### src/rtl/fpu_fp32_pkg.sv
// Shared definitions for the FP32 FPU issue block.
//   - FPU op codes as driven on opMode
//   - FSM state encoding (DIVM only exists when FPU_ISSUE_SPLITDIV_EN is defined)
//   - default per-op latencies in cycles
// Optional feature macro: FPU_ISSUE_SPLITDIV_EN
package fpu_fp32_pkg;

  localparam logic [3:0] OP_NONE = 4'd0;
  localparam logic [3:0] OP_ADD  = 4'd1;
  localparam logic [3:0] OP_SUB  = 4'd2;
  localparam logic [3:0] OP_MUL  = 4'd3;
  localparam logic [3:0] OP_DIV  = 4'd4;
  localparam logic [3:0] OP_ABS  = 4'd5;
  localparam logic [3:0] OP_NEG  = 4'd6;
  localparam logic [3:0] OP_RCP  = 4'd7;
  localparam logic [3:0] OP_SQRT = 4'd8;

  localparam int LAT_ADD_DEF = 2;
  localparam int LAT_MUL_DEF = 2;
  localparam int LAT_RCP_DEF = 2;
  localparam int LAT_DIV_DEF = 4;
  localparam int LAT_SMP_DEF = 1;

`ifdef FPU_ISSUE_SPLITDIV_EN
  typedef enum logic [1:0] {
    ST_IDLE = 2'd0,
    ST_EXEC = 2'd1,
    ST_DIVM = 2'd2,
    ST_RESP = 2'd3
  } state_t;
`else
  typedef enum logic [1:0] {
    ST_IDLE = 2'd0,
    ST_EXEC = 2'd1,
    ST_RESP = 2'd3
  } state_t;
`endif

endpackage

### src/rtl/fpu_fp32_issue_if.sv
// Request/response bus between the integer pipeline and the FPU issue block.
//   master : pipeline side (drives requests, flush, rspReady)
//   slave  : issue block side (drives reqReady and the response)
// Signals
//   reqValid/reqReady       request handshake
//   reqOp/reqSrcA/reqSrcB   op code and FP32 operands
//   reqTag                  opaque tag returned with the result
//   flush                   abort in-flight op, drop pending response
//   rspValid/rspReady       response handshake
//   rspData/rspTag          FP32 result and its tag
interface fpu_fp32_issue_if #(
  parameter int TAG_W = 4
);

  logic             reqValid;
  logic             reqReady;
  logic [3:0]       reqOp;
  logic [31:0]      reqSrcA;
  logic [31:0]      reqSrcB;
  logic [TAG_W-1:0] reqTag;
  logic             flush;
  logic             rspValid;
  logic             rspReady;
  logic [31:0]      rspData;
  logic [TAG_W-1:0] rspTag;

  modport master (
    output reqValid, reqOp, reqSrcA, reqSrcB, reqTag, flush, rspReady,
    input  reqReady, rspValid, rspData, rspTag
  );

  modport slave (
    input  reqValid, reqOp, reqSrcA, reqSrcB, reqTag, flush, rspReady,
    output reqReady, rspValid, rspData, rspTag
  );

endinterface

### src/rtl/fpu_fp32_lat_lut.sv
// Combinational op-code to latency lookup for the FPU issue block.
// Ports
//   op   in  4  FPU op code as it will be issued
//   lat  out 4  cycles the FPU needs for that op (1..15)
// Codes 0, 5, 6, 8 and 9..15 all use the simple-op latency.
module fpu_fp32_lat_lut
  import fpu_fp32_pkg::*;
#(
  parameter int LAT_ADD = LAT_ADD_DEF,
  parameter int LAT_MUL = LAT_MUL_DEF,
  parameter int LAT_RCP = LAT_RCP_DEF,
  parameter int LAT_DIV = LAT_DIV_DEF,
  parameter int LAT_SMP = LAT_SMP_DEF
) (
  input  logic [3:0] op,
  output logic [3:0] lat
);

  always_comb begin
    lat = 4'(LAT_SMP);
    case (op)
      OP_ADD, OP_SUB:                    lat = 4'(LAT_ADD);
      OP_MUL:                            lat = 4'(LAT_MUL);
      OP_RCP:                            lat = 4'(LAT_RCP);
      OP_DIV:                            lat = 4'(LAT_DIV);
      OP_NONE, OP_ABS, OP_NEG, OP_SQRT:  lat = 4'(LAT_SMP);
      default:                           lat = 4'(LAT_SMP);
    endcase
  end

endmodule

### src/rtl/fpu_fp32_issue.sv
// Initiator side of the FP32 FPU op interface. Accepts one request at a time,
// drives opMode/srca/srcb stable for the op latency, captures dst and returns
// it with the request tag over the response handshake.
// Ports
//   clk, rst_n     clock (rising edge), asynchronous active-low reset
//   bus            fpu_fp32_issue_if.slave: request/response/flush
//   fpuOpMode      op code to the FPU (0 whenever no op is executing)
//   fpuSrcA/B      operands to the FPU
//   fpuDst         result from the FPU
//   busy           high in any state other than IDLE
// Optional feature macro: FPU_ISSUE_SPLITDIV_EN
//   defined : DIV runs as RCP(srcb) then MUL(srcA, rcp) via the DIVM state
//   undefined: DIV is issued directly with LAT_DIV
//
// state | meaning
// IDLE  | ready for a request, FPU idle (opMode 0)
// EXEC  | op (or RCP half of a split DIV) on the FPU, counting down latency
// DIVM  | MUL half of a split DIV, srcb = captured reciprocal
// RESP  | result held on the response port until consumed
module fpu_fp32_issue
  import fpu_fp32_pkg::*;
#(
  parameter int TAG_W   = 4,
  parameter int LAT_ADD = LAT_ADD_DEF,
  parameter int LAT_MUL = LAT_MUL_DEF,
  parameter int LAT_RCP = LAT_RCP_DEF,
  parameter int LAT_DIV = LAT_DIV_DEF,
  parameter int LAT_SMP = LAT_SMP_DEF
) (
  input  logic                 clk,
  input  logic                 rst_n,
  fpu_fp32_issue_if.slave      bus,
  output logic [3:0]           fpuOpMode,
  output logic [31:0]          fpuSrcA,
  output logic [31:0]          fpuSrcB,
  input  logic [31:0]          fpuDst,
  output logic                 busy
);

  state_t           state_q;
  state_t           state_d;
  logic [3:0]       cnt_q;
  logic [3:0]       op_q;
  logic [31:0]      src_a_q;
  logic [31:0]      src_b_q;
  logic [TAG_W-1:0] tag_q;
  logic [31:0]      data_q;
  logic [3:0]       issue_op;
  logic [3:0]       lat;
  logic             ready;
  logic             accept;
  logic             cnt_zero;
  logic             counting;
`ifdef FPU_ISSUE_SPLITDIV_EN
  logic             split_q;
  logic [31:0]      rcp_q;
`endif

  // A split DIV starts by issuing the reciprocal of srcb.
  always_comb begin
    issue_op = bus.reqOp;
`ifdef FPU_ISSUE_SPLITDIV_EN
    if (bus.reqOp == OP_DIV) issue_op = OP_RCP;
`endif
  end

  fpu_fp32_lat_lut #(
    .LAT_ADD (LAT_ADD),
    .LAT_MUL (LAT_MUL),
    .LAT_RCP (LAT_RCP),
    .LAT_DIV (LAT_DIV),
    .LAT_SMP (LAT_SMP)
  ) u_lat_lut (
    .op  (issue_op),
    .lat (lat)
  );

  // reqReady stays low while rst_n is asserted so that every output is 0 in reset.
  assign ready    = rst_n && (state_q == ST_IDLE);
  assign accept   = bus.reqValid && ready && !bus.flush;
  assign cnt_zero = (cnt_q == 4'd0);

  always_ff @(posedge clk or negedge rst_n) begin
    if (!rst_n) state_q <= ST_IDLE;
    else        state_q <= state_d;
  end

  always_comb begin
    state_d  = state_q;
    counting = 1'b0;
    if (bus.flush) begin
      state_d = ST_IDLE;
    end else begin
      case (state_q)
        ST_IDLE: if (accept) state_d = ST_EXEC;
        ST_EXEC: begin
          counting = 1'b1;
          if (cnt_zero) begin
`ifdef FPU_ISSUE_SPLITDIV_EN
            state_d = split_q ? ST_DIVM : ST_RESP;
`else
            state_d = ST_RESP;
`endif
          end
        end
`ifdef FPU_ISSUE_SPLITDIV_EN
        ST_DIVM: begin
          counting = 1'b1;
          if (cnt_zero) state_d = ST_RESP;
        end
`endif
        ST_RESP: if (bus.rspReady) state_d = ST_IDLE;
        default: state_d = ST_IDLE;
      endcase
    end
  end

  always_ff @(posedge clk or negedge rst_n) begin
    if (!rst_n) begin
      cnt_q   <= 4'd0;
      op_q    <= 4'd0;
      src_a_q <= 32'd0;
      src_b_q <= 32'd0;
      tag_q   <= '0;
      data_q  <= 32'd0;
`ifdef FPU_ISSUE_SPLITDIV_EN
      split_q <= 1'b0;
      rcp_q   <= 32'd0;
`endif
    end else begin
      if (accept) begin
        op_q    <= issue_op;
        src_a_q <= bus.reqSrcA;
        src_b_q <= bus.reqSrcB;
        tag_q   <= bus.reqTag;
        cnt_q   <= lat - 4'd1;
`ifdef FPU_ISSUE_SPLITDIV_EN
        split_q <= (bus.reqOp == OP_DIV);
`endif
      end
`ifdef FPU_ISSUE_SPLITDIV_EN
      else if (state_q == ST_EXEC && state_d == ST_DIVM) begin
        rcp_q <= fpuDst;
        cnt_q <= 4'(LAT_MUL - 1);
      end
`endif
      else if (counting && !cnt_zero) begin
        cnt_q <= cnt_q - 4'd1;
      end

      // A flush forces state_d to IDLE, so an aborted op never lands here.
      if (state_q != ST_RESP && state_d == ST_RESP) data_q <= fpuDst;
    end
  end

  always_comb begin
    fpuOpMode = 4'd0;
    fpuSrcA   = src_a_q;
    fpuSrcB   = src_b_q;
    case (state_q)
      ST_EXEC: fpuOpMode = op_q;
`ifdef FPU_ISSUE_SPLITDIV_EN
      ST_DIVM: begin
        fpuOpMode = OP_MUL;
        fpuSrcB   = rcp_q;
      end
`endif
      default: fpuOpMode = 4'd0;
    endcase
  end

  assign bus.reqReady = ready;
  assign bus.rspValid = (state_q == ST_RESP);
  assign bus.rspData  = data_q;
  assign bus.rspTag   = tag_q;
  assign busy         = (state_q != ST_IDLE);

endmodule

### src/flat_wrapper.sv
// flat-port wrapper written by rule: the top's interface ports become plain ports
module fpu_fp32_issue_flat import fpu_fp32_pkg::*;
#(
  parameter int TAG_W   = 4,
  parameter int LAT_ADD = LAT_ADD_DEF,
  parameter int LAT_MUL = LAT_MUL_DEF,
  parameter int LAT_RCP = LAT_RCP_DEF,
  parameter int LAT_DIV = LAT_DIV_DEF,
  parameter int LAT_SMP = LAT_SMP_DEF
)
  (clk, rst_n, fpuOpMode, fpuSrcA, fpuSrcB, fpuDst, busy, bus_reqValid, bus_reqOp, bus_reqSrcA, bus_reqSrcB, bus_reqTag, bus_flush, bus_rspReady, bus_reqReady, bus_rspValid, bus_rspData, bus_rspTag);
  fpu_fp32_issue_if #(.TAG_W(TAG_W)) bus_i ();
  input  logic clk;
  input  logic rst_n;
  output logic [3:0] fpuOpMode;
  output logic [31:0] fpuSrcA;
  output logic [31:0] fpuSrcB;
  input  logic [31:0] fpuDst;
  output logic busy;
  input wire logic [$bits(bus_i.reqValid)-1:0] bus_reqValid;
  input wire logic [$bits(bus_i.reqOp)-1:0] bus_reqOp;
  input wire logic [$bits(bus_i.reqSrcA)-1:0] bus_reqSrcA;
  input wire logic [$bits(bus_i.reqSrcB)-1:0] bus_reqSrcB;
  input wire logic [$bits(bus_i.reqTag)-1:0] bus_reqTag;
  input wire logic [$bits(bus_i.flush)-1:0] bus_flush;
  input wire logic [$bits(bus_i.rspReady)-1:0] bus_rspReady;
  output wire logic [$bits(bus_i.reqReady)-1:0] bus_reqReady;
  output wire logic [$bits(bus_i.rspValid)-1:0] bus_rspValid;
  output wire logic [$bits(bus_i.rspData)-1:0] bus_rspData;
  output wire logic [$bits(bus_i.rspTag)-1:0] bus_rspTag;
  assign bus_i.reqValid = bus_reqValid;
  assign bus_i.reqOp = bus_reqOp;
  assign bus_i.reqSrcA = bus_reqSrcA;
  assign bus_i.reqSrcB = bus_reqSrcB;
  assign bus_i.reqTag = bus_reqTag;
  assign bus_i.flush = bus_flush;
  assign bus_i.rspReady = bus_rspReady;
  assign bus_reqReady = bus_i.reqReady;
  assign bus_rspValid = bus_i.rspValid;
  assign bus_rspData = bus_i.rspData;
  assign bus_rspTag = bus_i.rspTag;
  fpu_fp32_issue #(.TAG_W(TAG_W), .LAT_ADD(LAT_ADD), .LAT_MUL(LAT_MUL), .LAT_RCP(LAT_RCP), .LAT_DIV(LAT_DIV), .LAT_SMP(LAT_SMP)) u_core (.clk(clk), .rst_n(rst_n), .bus(bus_i), .fpuOpMode(fpuOpMode), .fpuSrcA(fpuSrcA), .fpuSrcB(fpuSrcB), .fpuDst(fpuDst), .busy(busy));
endmodule
### config.mk
export PLATFORM = sky130hd
export DESIGN_NAME = fpu_fp32_issue_flat
export DESIGN_NICKNAME = d
export VERILOG_FILES = /design/src/rtl/fpu_fp32_pkg.sv /design/src/rtl/fpu_fp32_issue_if.sv /design/src/rtl/fpu_fp32_lat_lut.sv /design/src/rtl/fpu_fp32_issue.sv /design/src/flat_wrapper.sv
export SDC_FILE = /design/constraint.sdc
export NUM_CORES = 1
export LEC_CHECK = 0
export ABC_CLOCK_PERIOD_IN_PS = 4000
export BUFFER_PORTS_ARGS = -buffer_cell sky130_fd_sc_hd__buf_4
export CORE_MARGIN = 3
export CORE_UTILIZATION = 35
export DETAILED_ROUTE_END_ITERATION = 12
export PLACE_DENSITY = 0.68
export SYNTH_ARGS = -nofsm -noshare
export SYNTH_HDL_FRONTEND = slang
export SYNTH_SLANG_ARGS = --single-unit
### constraint.sdc
create_clock -name clk -period 4 [get_ports clk]
set_clock_uncertainty 0.1 [all_clocks]
set_input_delay 0.8 -clock clk [delete_from_list [all_inputs] [get_ports clk]]
set_output_delay 0.8 -clock clk [all_outputs]
set_load 0.005 [all_outputs]
* Yosys cells after proc, flatten, opt, wreduce, memory -nomap -nowiden
Memories as Yosys holds them, arrays and structs flattened. Index checks and enable logic that the tools add are counted.
Word-level totals: register bits after elaboration 110, bits in read-only memories 48, input port bits 109, output and inout port bits 107, logic and storage cells 35, memories kept 1
Memories:
- (name not given) | words 16, bits a word 3, read ports 1, clocked after Yosys merged registers in 0, wr ports 0, RTL line fpu_fp32_lat_lut.sv:21 | case (op)
Operators by class: $add $sub $neg 2, eq/ne operators 4, multiplexer cells 10, reductions and logical operators 11
Operator list (number):
- $mux W4 | 3
- $mux W2 | 4
- $sub A4 B1 Y4 const B | 2
- $pmux W2 S3 | 1
- $logic_and A1 B1 Y1 | 5
- $eq A2 B2 Y1 const B | 2
- $logic_not A4 Y1 | 1
- $reduce_bool A2 Y1 | 2
- $eq A2 B1 Y1 const B | 1
- $logic_not A1 Y1 | 2
- $logic_not A2 Y1 | 1
- $mux W1 | 2
- $ne A2 B2 Y1 const B | 1

* Longest topological paths before layout
Gate-level depths: netlist (run 1).
depth after elaboration 9, gate-level depth with buffers 8, depth with buffers taken out 8

* Hierarchy
A second synthesis (run 1) with hierarchy kept.
Unflattened totals: cells, all modules 280, area, all modules 4418.0 sq um
By module, submodules not included:
- fpu_fp32_issue | times used 1, cells each 268, area an instance 4337.9 sq um, seq. area each 2752.6 sq um
- fpu_fp32_lat_lut | times used 1, cells each 12, area an instance 80.1 sq um, seq. area each 0.0 sq um

* Least setup slack after synthesis (run 1)
OpenSTA, ideal clock, no wires.
path kind input to register, start point in bus_reqOp[0], end point reg u_core.cnt_q[2], library setup time 161 ps, arrival 1965 ps, data required time 3739 ps, path slack 1774 ps, stages 8, buffers on the path 0, cell sequence inv_1 > ha_1 > nor2b_1 > a211o_1 > mux2i_1 > ha_1 > xor2_1 > a21oi_1
Between the ends: cells in the longest elaborated chain, start to end 3
Ends and longest elaborated chain:
- from (decl) | RTL line flat_wrapper.sv:21 | input wire logic [$bits(bus_i.reqOp)-1:0] bus_reqOp;
- $mem_v2 Z16 W3
- $sub A4 B1 Y4 | RTL line fpu_fp32_issue.sv:136 | cnt_q <= lat - 4'd1;
- $mux W4 | RTL line fpu_fp32_issue.sv:131 | if (accept) begin
- to (signal assigned) | RTL line fpu_fp32_issue.sv:136
- to (signal assigned) | RTL line fpu_fp32_issue.sv:148 | cnt_q <= cnt_q - 4'd1;
- to (decl) | RTL line fpu_fp32_issue.sv:42 | logic [3:0] cnt_q;
Every way passes these cells. A chain may end at the register's enable or synchronous reset.

* Worst setup path after layout (run 1)
start point reg u_core.cnt_q[1], end point reg u_core.data_q[24] (netlist: u_core.bus.rspData[24])
Between the ends: cells in the longest elaborated chain, start to end 6
Ends and longest elaborated chain:
- $logic_not A4 Y1 | RTL line fpu_fp32_issue.sv:81 | assign cnt_zero = (cnt_q == 4'd0);
- $mux W2 | RTL line fpu_fp32_issue.sv:98 | if (cnt_zero) begin
- $pmux W2 S3 | RTL line fpu_fp32_issue.sv:94 | case (state_q)
- $mux W2 | RTL line fpu_fp32_issue.sv:91 | if (bus.flush) begin
- $eq A2 B2 Y1 | RTL line fpu_fp32_issue.sv:152 | if (state_q != ST_RESP && state_d == ST_RESP) data_q <= fpuDst;
- $logic_and A1 B1 Y1 | RTL line fpu_fp32_issue.sv:152
- to (signal assigned) | RTL line fpu_fp32_issue.sv:152
- to (decl) | RTL line fpu_fp32_issue.sv:47 | logic [31:0] data_q;
Every way passes these cells.

==> qor.txt, run 1 <==
first-pass GRT wire length = 16,400 µm
yosys warns = 0
status = finished, final reports clean
slew margin rel. = 21.4%
WP buf/inv = 0
synth-to-layout area growth = 46.0%
post-route ant nets = 0
largest net degree at the start of global routing = 60
post-route cell area = 6480 µm²
CTS resizes = 0
hold crit path type = register to register
synthesized net count = 384
CTS HTree Levels = 3
Die Footprint = 14,100 µm²
Synth Area in Adders = 0.845%
Cell variety after synth = 26
CP max FO = 32
CTS Sinks = 110
GPL Wtd Cong = 0.735
PD cells = 511 nW/µm²
vias in the first global route = 3,206
worst slew pin tran = 1.18 ns
main combinational cell family by area after synthesis = multiplexers
total global routing overflow = 0
post-synthesis simple-gate area fraction = 3.30%
Fin. Hold Viols = 0
initial antenna violation count = 0
Commonest cells post-synth = 110 x dfrtp_1, 73 x mux2_2, 30 x mux2_4, 6 x buf_2, 6 x nand2_1
Antenna diodes = 0
crit start category = register
Iteration-0 DRC Markers = 108
layout cell share with drive strength beyond 1 = 69.0%
Die Ht = 119 µm
RSZ-0062 raised after global routing = no
hpwl dp = 7750 µm
Via density = 4.52
total wire length = 10,400 µm
row cnt = 40
TNS Setup = 0 ns
Num CTS Buffers = 9
Root Driver = clkbuf_16
Worst-Skew Late Latency = 0.34 ns
DP Area = 6180 µm²
required time of the critical path = 4.13 ns
Synth Instances = 272
Via Count = 2,985
Post-synth EDFFs = 0
Slew Limit Fails = 0
Post-synth ARST share = 100%
CP delay by family, top = simple AND/OR/NAND/NOR gates
area of the core = 12,200 µm²
Critical Path Sink Type = register
Synth Register Bits = 110
die width = 119 µm
critical setup path kind = register to register
Tmin final = 2.59 ns
Starting Density = 36.4%
cell chain of the critical path = nor4_2 > or4b_2 > mux2_4
WP depth = 3
Avg Cell Area, Syn = 16.3 µm²
Finished Layout Cells = 661
drt first pass iters = 4
CP max stage delay = 1.13 ns
Synth area leader = dfrtp_1
fin util = 53.1%
Synth Area in XOR/XNOR = 0.394%
Seq/Total Area, Yosys = 62.0%
complex-gate fraction of the synthesized area = 0.958%
most frequent cell after synthesis = dfrtp_1
drt wl/cell = 15.7 µm
Post-Place Cells = 645
P_leak = 3.34 nW
Highest Clock Rate = 386 MHz
ys flop type = dfrtp_1
post-CTS setup buffer count = 0
Critical Path AT = 2.72 ns
I/O pin cnt = 216
Tcrit/Tclk final = 64.7%
Port Buffer Count = 215
R2R depth = 3
peak supply drop = 0.195 mV
mux contribution to synthesized area = 29.6%
nets = 600
CTS Hold Bufs = 0
CTS tree = yes
Hold Path Stages = 2
post-synth top area share = 62.0%
CTS Buffer Depth = 2
Setup violations, final = 0
GRT Util Overall = 14.6%
DRC violations left = 0
cell at the slowest stage of the critical path = or4b_2
Synth area leaders = dfrtp_1 62%, mux2_2 19%, mux2_4 10%
Mapped Area = 4440 µm²
Max Cap Viol = 0
fill cell count = 1,071
clk slew on worst S/H paths = 0.07 ns
## registers in the layout, summed over array words and instances (netlist names)
| register | count |
|---|---|
| u_core.op_q | 4 |
| u_core.cnt_q | 4 |
| u_core.bus.rspTag | 4 |
| u_core.state_q | 2 |
| u_core.fpuSrcB | 32 |
| u_core.bus.rspData | 32 |
| u_core.fpuSrcA | 32 |
## kinds of logic after synthesis
logic type / count (synthesis)
and+or+nand+nor: 25
xor gates and xnor gates: 2
muxes: 107
buffers and inverters: 18
AOI/OAI and AO/OA: 7
DFF: 110
adders and majority gates: 3
## final cells by class
cell class | instances | area [µm²] | area share (%)
Sequential cell | 110 | 2750 | 42.5
Timing Repair Buffer | 219 | 1640 | 25.4
Inverter | 4 | 15.0 | 0.232
Clock inverter | 3 | 42.5 | 0.656
Clock buffer | 13 | 260 | 4.02
Multi-Input combinational cell | 144 | 1560 | 24.0
Tap cell | 168 | 210 | 3.24
## per-layer routing
layer / vias up / wire, µm / part of all wire, % / GRT usage, %
met2: 136 / 5090 / 49 / 24.6
met3: 9 / 920 / 8.8 / 6.08
li1: 1378 / - / - / -
met5: - / 0 / 0 / 0
met4: 0 / 125 / 1.2 / 4.27
met1: 1462 / 4270 / 41 / 17.1
## cell usage in the layout, fill, tap and decap left out, types with 2 or more instances in the layout
cell type / count
ha_1: 3
a21oi_1: 3
clkbuf_1: 2
dfrtp_1: 110
inv_1: 4
buf_4: 219
mux2_4: 30
mux2_2: 73
nand2_1: 6
nor2b_1: 2
clkbuf_16: 9
o21ai_0: 2
clkbuf_8: 2
and2_1: 5
nor2_1: 4
nor3_1: 2
mux2i_1: 4
xor2_1: 2
## worst paths after layout
| kind | endpoint | startpoint | slack (ns) |
|---|---|---|---|
| min | u_core.op_q[0]$_DFFE_PN0P_ | u_core.op_q[0]$_DFFE_PN0P_ | 0.38 |
| max reg2reg | u_core.bus.rspData[24]$_DFFE_PN0P_ | u_core.cnt_q[1]$_DFFE_PN0P_ | 1.41 |
| min reg2reg | u_core.op_q[0]$_DFFE_PN0P_ | u_core.op_q[0]$_DFFE_PN0P_ | 0.38 |
| min in group asynchronous | u_core.fpuSrcA[22]$_DFFE_PN0P_ | rst_n | 0.49 |
| max in group asynchronous | u_core.bus.rspData[4]$_DFFE_PN0P_ | rst_n | 2.11 |
| max | u_core.bus.rspData[24]$_DFFE_PN0P_ | u_core.cnt_q[1]$_DFFE_PN0P_ | 1.41 |
## stage by stage
step	worst slack (ns)	hold slack (ns)	power (mW)
2_1_floorplan	1.77	0.342	1.88
3_3_place_gp	1.21	0.355	2.41
3_5_place_dp	1.19	0.366	2.44
4_1_cts	1.41	0.384	3.36
5_1_grt	1.31	0.416	3.50
6_report	1.41	0.380	3.31
## worst reg2reg max path, stage by stage, from the launching register on
cell	delay, ns
dfrtp_1	0.40
nor4_2	0.36
or4b_2	1.13
mux2_4	0.48
## power by group
group | total [mW] | internal [mW] | switching (mW)
clock | 0.906 | 0.520 | 0.386
combinational | 0.880 | 0.604 | 0.276
sequential | 1.52 | 1.38 | 0.149
Power figures use the tool's default switching activity.
==> inputs of run 2 (changes only) <==
--- a/config.mk
+++ b/config.mk
@@ -5,12 +5,12 @@
 export SDC_FILE = /design/constraint.sdc
 export NUM_CORES = 1
 export LEC_CHECK = 0
-export ABC_CLOCK_PERIOD_IN_PS = 4000
+export ABC_CLOCK_PERIOD_IN_PS = 2280
 export BUFFER_PORTS_ARGS = -buffer_cell sky130_fd_sc_hd__buf_4
 export CORE_MARGIN = 3
 export CORE_UTILIZATION = 35
 export DETAILED_ROUTE_END_ITERATION = 12
-export PLACE_DENSITY = 0.68
+export PLACE_DENSITY = 0.7
 export SYNTH_ARGS = -nofsm -noshare
 export SYNTH_HDL_FRONTEND = slang
 export SYNTH_SLANG_ARGS = --single-unit
==> constraint.sdc (replaced) <==
create_clock -name clk -period 2.28 [get_ports clk]
set_clock_uncertainty 0.1 [all_clocks]
set_input_delay 0.456 -clock clk [delete_from_list [all_inputs] [get_ports clk]]
set_output_delay 0.456 -clock clk [all_outputs]
set_load 0.005 [all_outputs]
==> run 2 against run 1 <==
Power is 76% higher. Sequential share of layout area is 0.44 points lower. Fmax is 19% higher. Largest power group unchanged.
==> qor.txt, run 2 (synthesis results as in run 1) <==
Port Buffer Count = 215 (unchanged)
commonest non-fill, non-tap cell in the layout = buf_4 (unchanged)
M2 GR Usage = 24.5% (was 24.6%)
Design Power = 5.81 mW (was 3.31 mW)
Critical Path Sink Type = register (unchanged)
Reg area = 2750 µm² (unchanged)
total global routing overflow = 0 (unchanged)
synth-to-layout area growth = 47.5% (was 46.0%)
Setup WS pre-CTS = 0.0647 ns (was 1.19 ns)
CTS Sinks = 110 (unchanged)
Tcrit/Tclk final = 95.7% (was 64.7%)
PD cells = 888 nW/µm² (was 511 nW/µm²)
post-route ant nets = 0 (unchanged)
post-route cell area = 6550 µm² (was 6480 µm²)
layout cell share with drive strength beyond 1 = 69.0% (about the same)
P_leak = 3.38 nW (was 3.34 nW)
peak supply drop = 0.508 mV (was 0.195 mV)
I/O pin cnt = 216 (unchanged)
clk slew on worst S/H paths = 0.07 ns (about the same)
Fin. Hold Viols = 0 (unchanged)
Iteration-0 DRC Markers = 72 (was 108)
Via density = 4.54 (was 4.52)
Die Footprint = 14,100 µm² (unchanged)
fill cell count = 1,077 (was 1,071)
Worst-Skew Late Latency = 0.34 ns (about the same)
R2R depth = 4 (was 3)
hold crit path type = input pin to async pin (was register to register)
Via Count = 3,021 (was 2,985)
GRT Util Overall = 14.9% (was 14.6%)
total wire length = 10,600 µm (was 10,400 µm)
required time of the critical path = 2.41 ns (was 4.13 ns)
first-pass GRT wire length = 16,700 µm (was 16,400 µm)
drt wl/cell = 15.9 µm (was 15.7 µm)
most frequent cells in the layout = 220 x buf_4, 110 x dfrtp_1, 73 x mux2_2 (was 219 x buf_4, 110 x dfrtp_1, 73 x mux2_2)
fin util = 53.6% (was 53.1%)
Finished Layout Cells = 665 (was 661)
final worst slack = 0.0970 ns (was 1.41 ns)
RSZ-0062 raised after global routing = no (unchanged)
GPL Wtd Cong = 0.729 (was 0.735)
Slew Limit Fails = 0 (unchanged)
Pint = 4.37 mW (was 2.50 mW)
initial antenna violation count = 0 (unchanged)
Sw Share = 24.9% (was 24.5%)
Highest Clock Rate = 458 MHz (was 386 MHz)
Die Ht = 119 µm (unchanged)
busiest grt layer = met2 (unchanged)
Critical Path AT = 2.31 ns (was 2.72 ns)
drt first pass iters = 4 (unchanged)
largest net degree at the start of global routing = 57 (was 60)
critical setup path kind = register to register (unchanged)
CTS Buffer Depth = 2 (unchanged)
slew margin rel. = 34.7% (was 21.4%)
vias in the first global route = 3,230 (was 3,206)
Comb pwr share = 26.9% (was 26.6%)
DRC violations left = 0 (unchanged)
Num CTS Buffers = 9 (unchanged)
row cnt = 40 (unchanged)
Seq pwr share = 46.3% (was 46.0%)
hpwl dp = 7970 µm (was 7750 µm)
grt met3 use = 5.98% (was 6.08%)
worst slew pin tran = 0.967 ns (was 1.18 ns)
Max Cap Viol = 0 (unchanged)
clock share of power = 26.8% (was 27.4%)
TNS Setup = 0 ns (unchanged)
status = finished, final reports clean (unchanged)
crit start category = register (unchanged)
sw power = 1.45 mW (was 811 µW)
Setup violations, final = 0 (unchanged)
Multi-input gate area = 1570 µm² (was 1560 µm²)
area of the core = 12,200 µm² (unchanged)
CTS tree = yes (unchanged)
die width = 119 µm (unchanged)
DP Area = 6250 µm² (was 6180 µm²)
Tmin final = 2.18 ns (was 2.59 ns)
CP max FO = 23 (was 32)
CTS HTree Levels = 3 (unchanged)
final hold slack = 0.150 ns (was 0.380 ns)
routing usage on met1 = 17.5% (was 17.1%)
Post-Place Cells = 649 (was 645)
Antenna diodes = 0 (unchanged)
Starting Density = 36.4% (unchanged)
Root Driver = clkbuf_16 (unchanged)
nets = 604 (was 600)
[run 2: metal layers]
metal  wire length [µm]  share of wire (%)
met1               4170                 39
met4                201                1.9
met2               5270                 50
met3                921                8.7
met5                  0                  0
[run 2: critical path, cell delays in order, from the launching register on]
cell	delay, ns
dfrtp_1	0.43
nor4_4	0.33
or4b_2	0.67
buf_12	0.22
mux2_4	0.31
[run 2: worst paths after layout]
| kind | from | end | slack (ns) |
|---|---|---|---|
| max in group asynchronous | rst_n | u_core.bus.rspData[26]$_DFFE_PN0P_ | 0.73 |
| min | rst_n | u_core.bus.rspData[19]$_DFFE_PN0P_ | 0.15 |
| min reg2reg | u_core.op_q[1]$_DFFE_PN0P_ | u_core.op_q[1]$_DFFE_PN0P_ | 0.40 |
| max | u_core.cnt_q[1]$_DFFE_PN0P_ | u_core.bus.rspData[2]$_DFFE_PN0P_ | 0.1 |
| max reg2reg | u_core.cnt_q[1]$_DFFE_PN0P_ | u_core.bus.rspData[2]$_DFFE_PN0P_ | 0.1 |
| min in group clk | bus_flush | u_core.state_q[0]$_DFF_PN0_ | 0.19 |
[run 2: area by class of cell]
cell class / instances / share of cell area, %
clock buffers: 13 / 3.82
well taps: 168 / 3.21
clock inverters: 3 / 0.669
flip-flops and latches: 110 / 42.0
multi-input cells: 144 / 23.9
inverters: 4 / 0.229
repair buffers: 223 / 26.1
[run 2: timing repair]
action / in CTS / in global routing
hold buffers: 0 / 0
endpoints found under the hold margin: 0 / 0
setup buffers: 0 / 0
endpoints found under the setup margin: 0 / 31
gates resized for setup: 0 / 1
[run 2: power groups by stage]
stage / clock network (mW) / registers [mW] / logic [mW]
floorplan: 0 / 2.71 / 0.589
global placement: 0 / 2.68 / 1.54
detailed placement: 0 / 2.71 / 1.59
CTS: 1.63 / 2.68 / 1.60
global route: 1.70 / 2.75 / 1.69
finish: 1.56 / 2.69 / 1.57
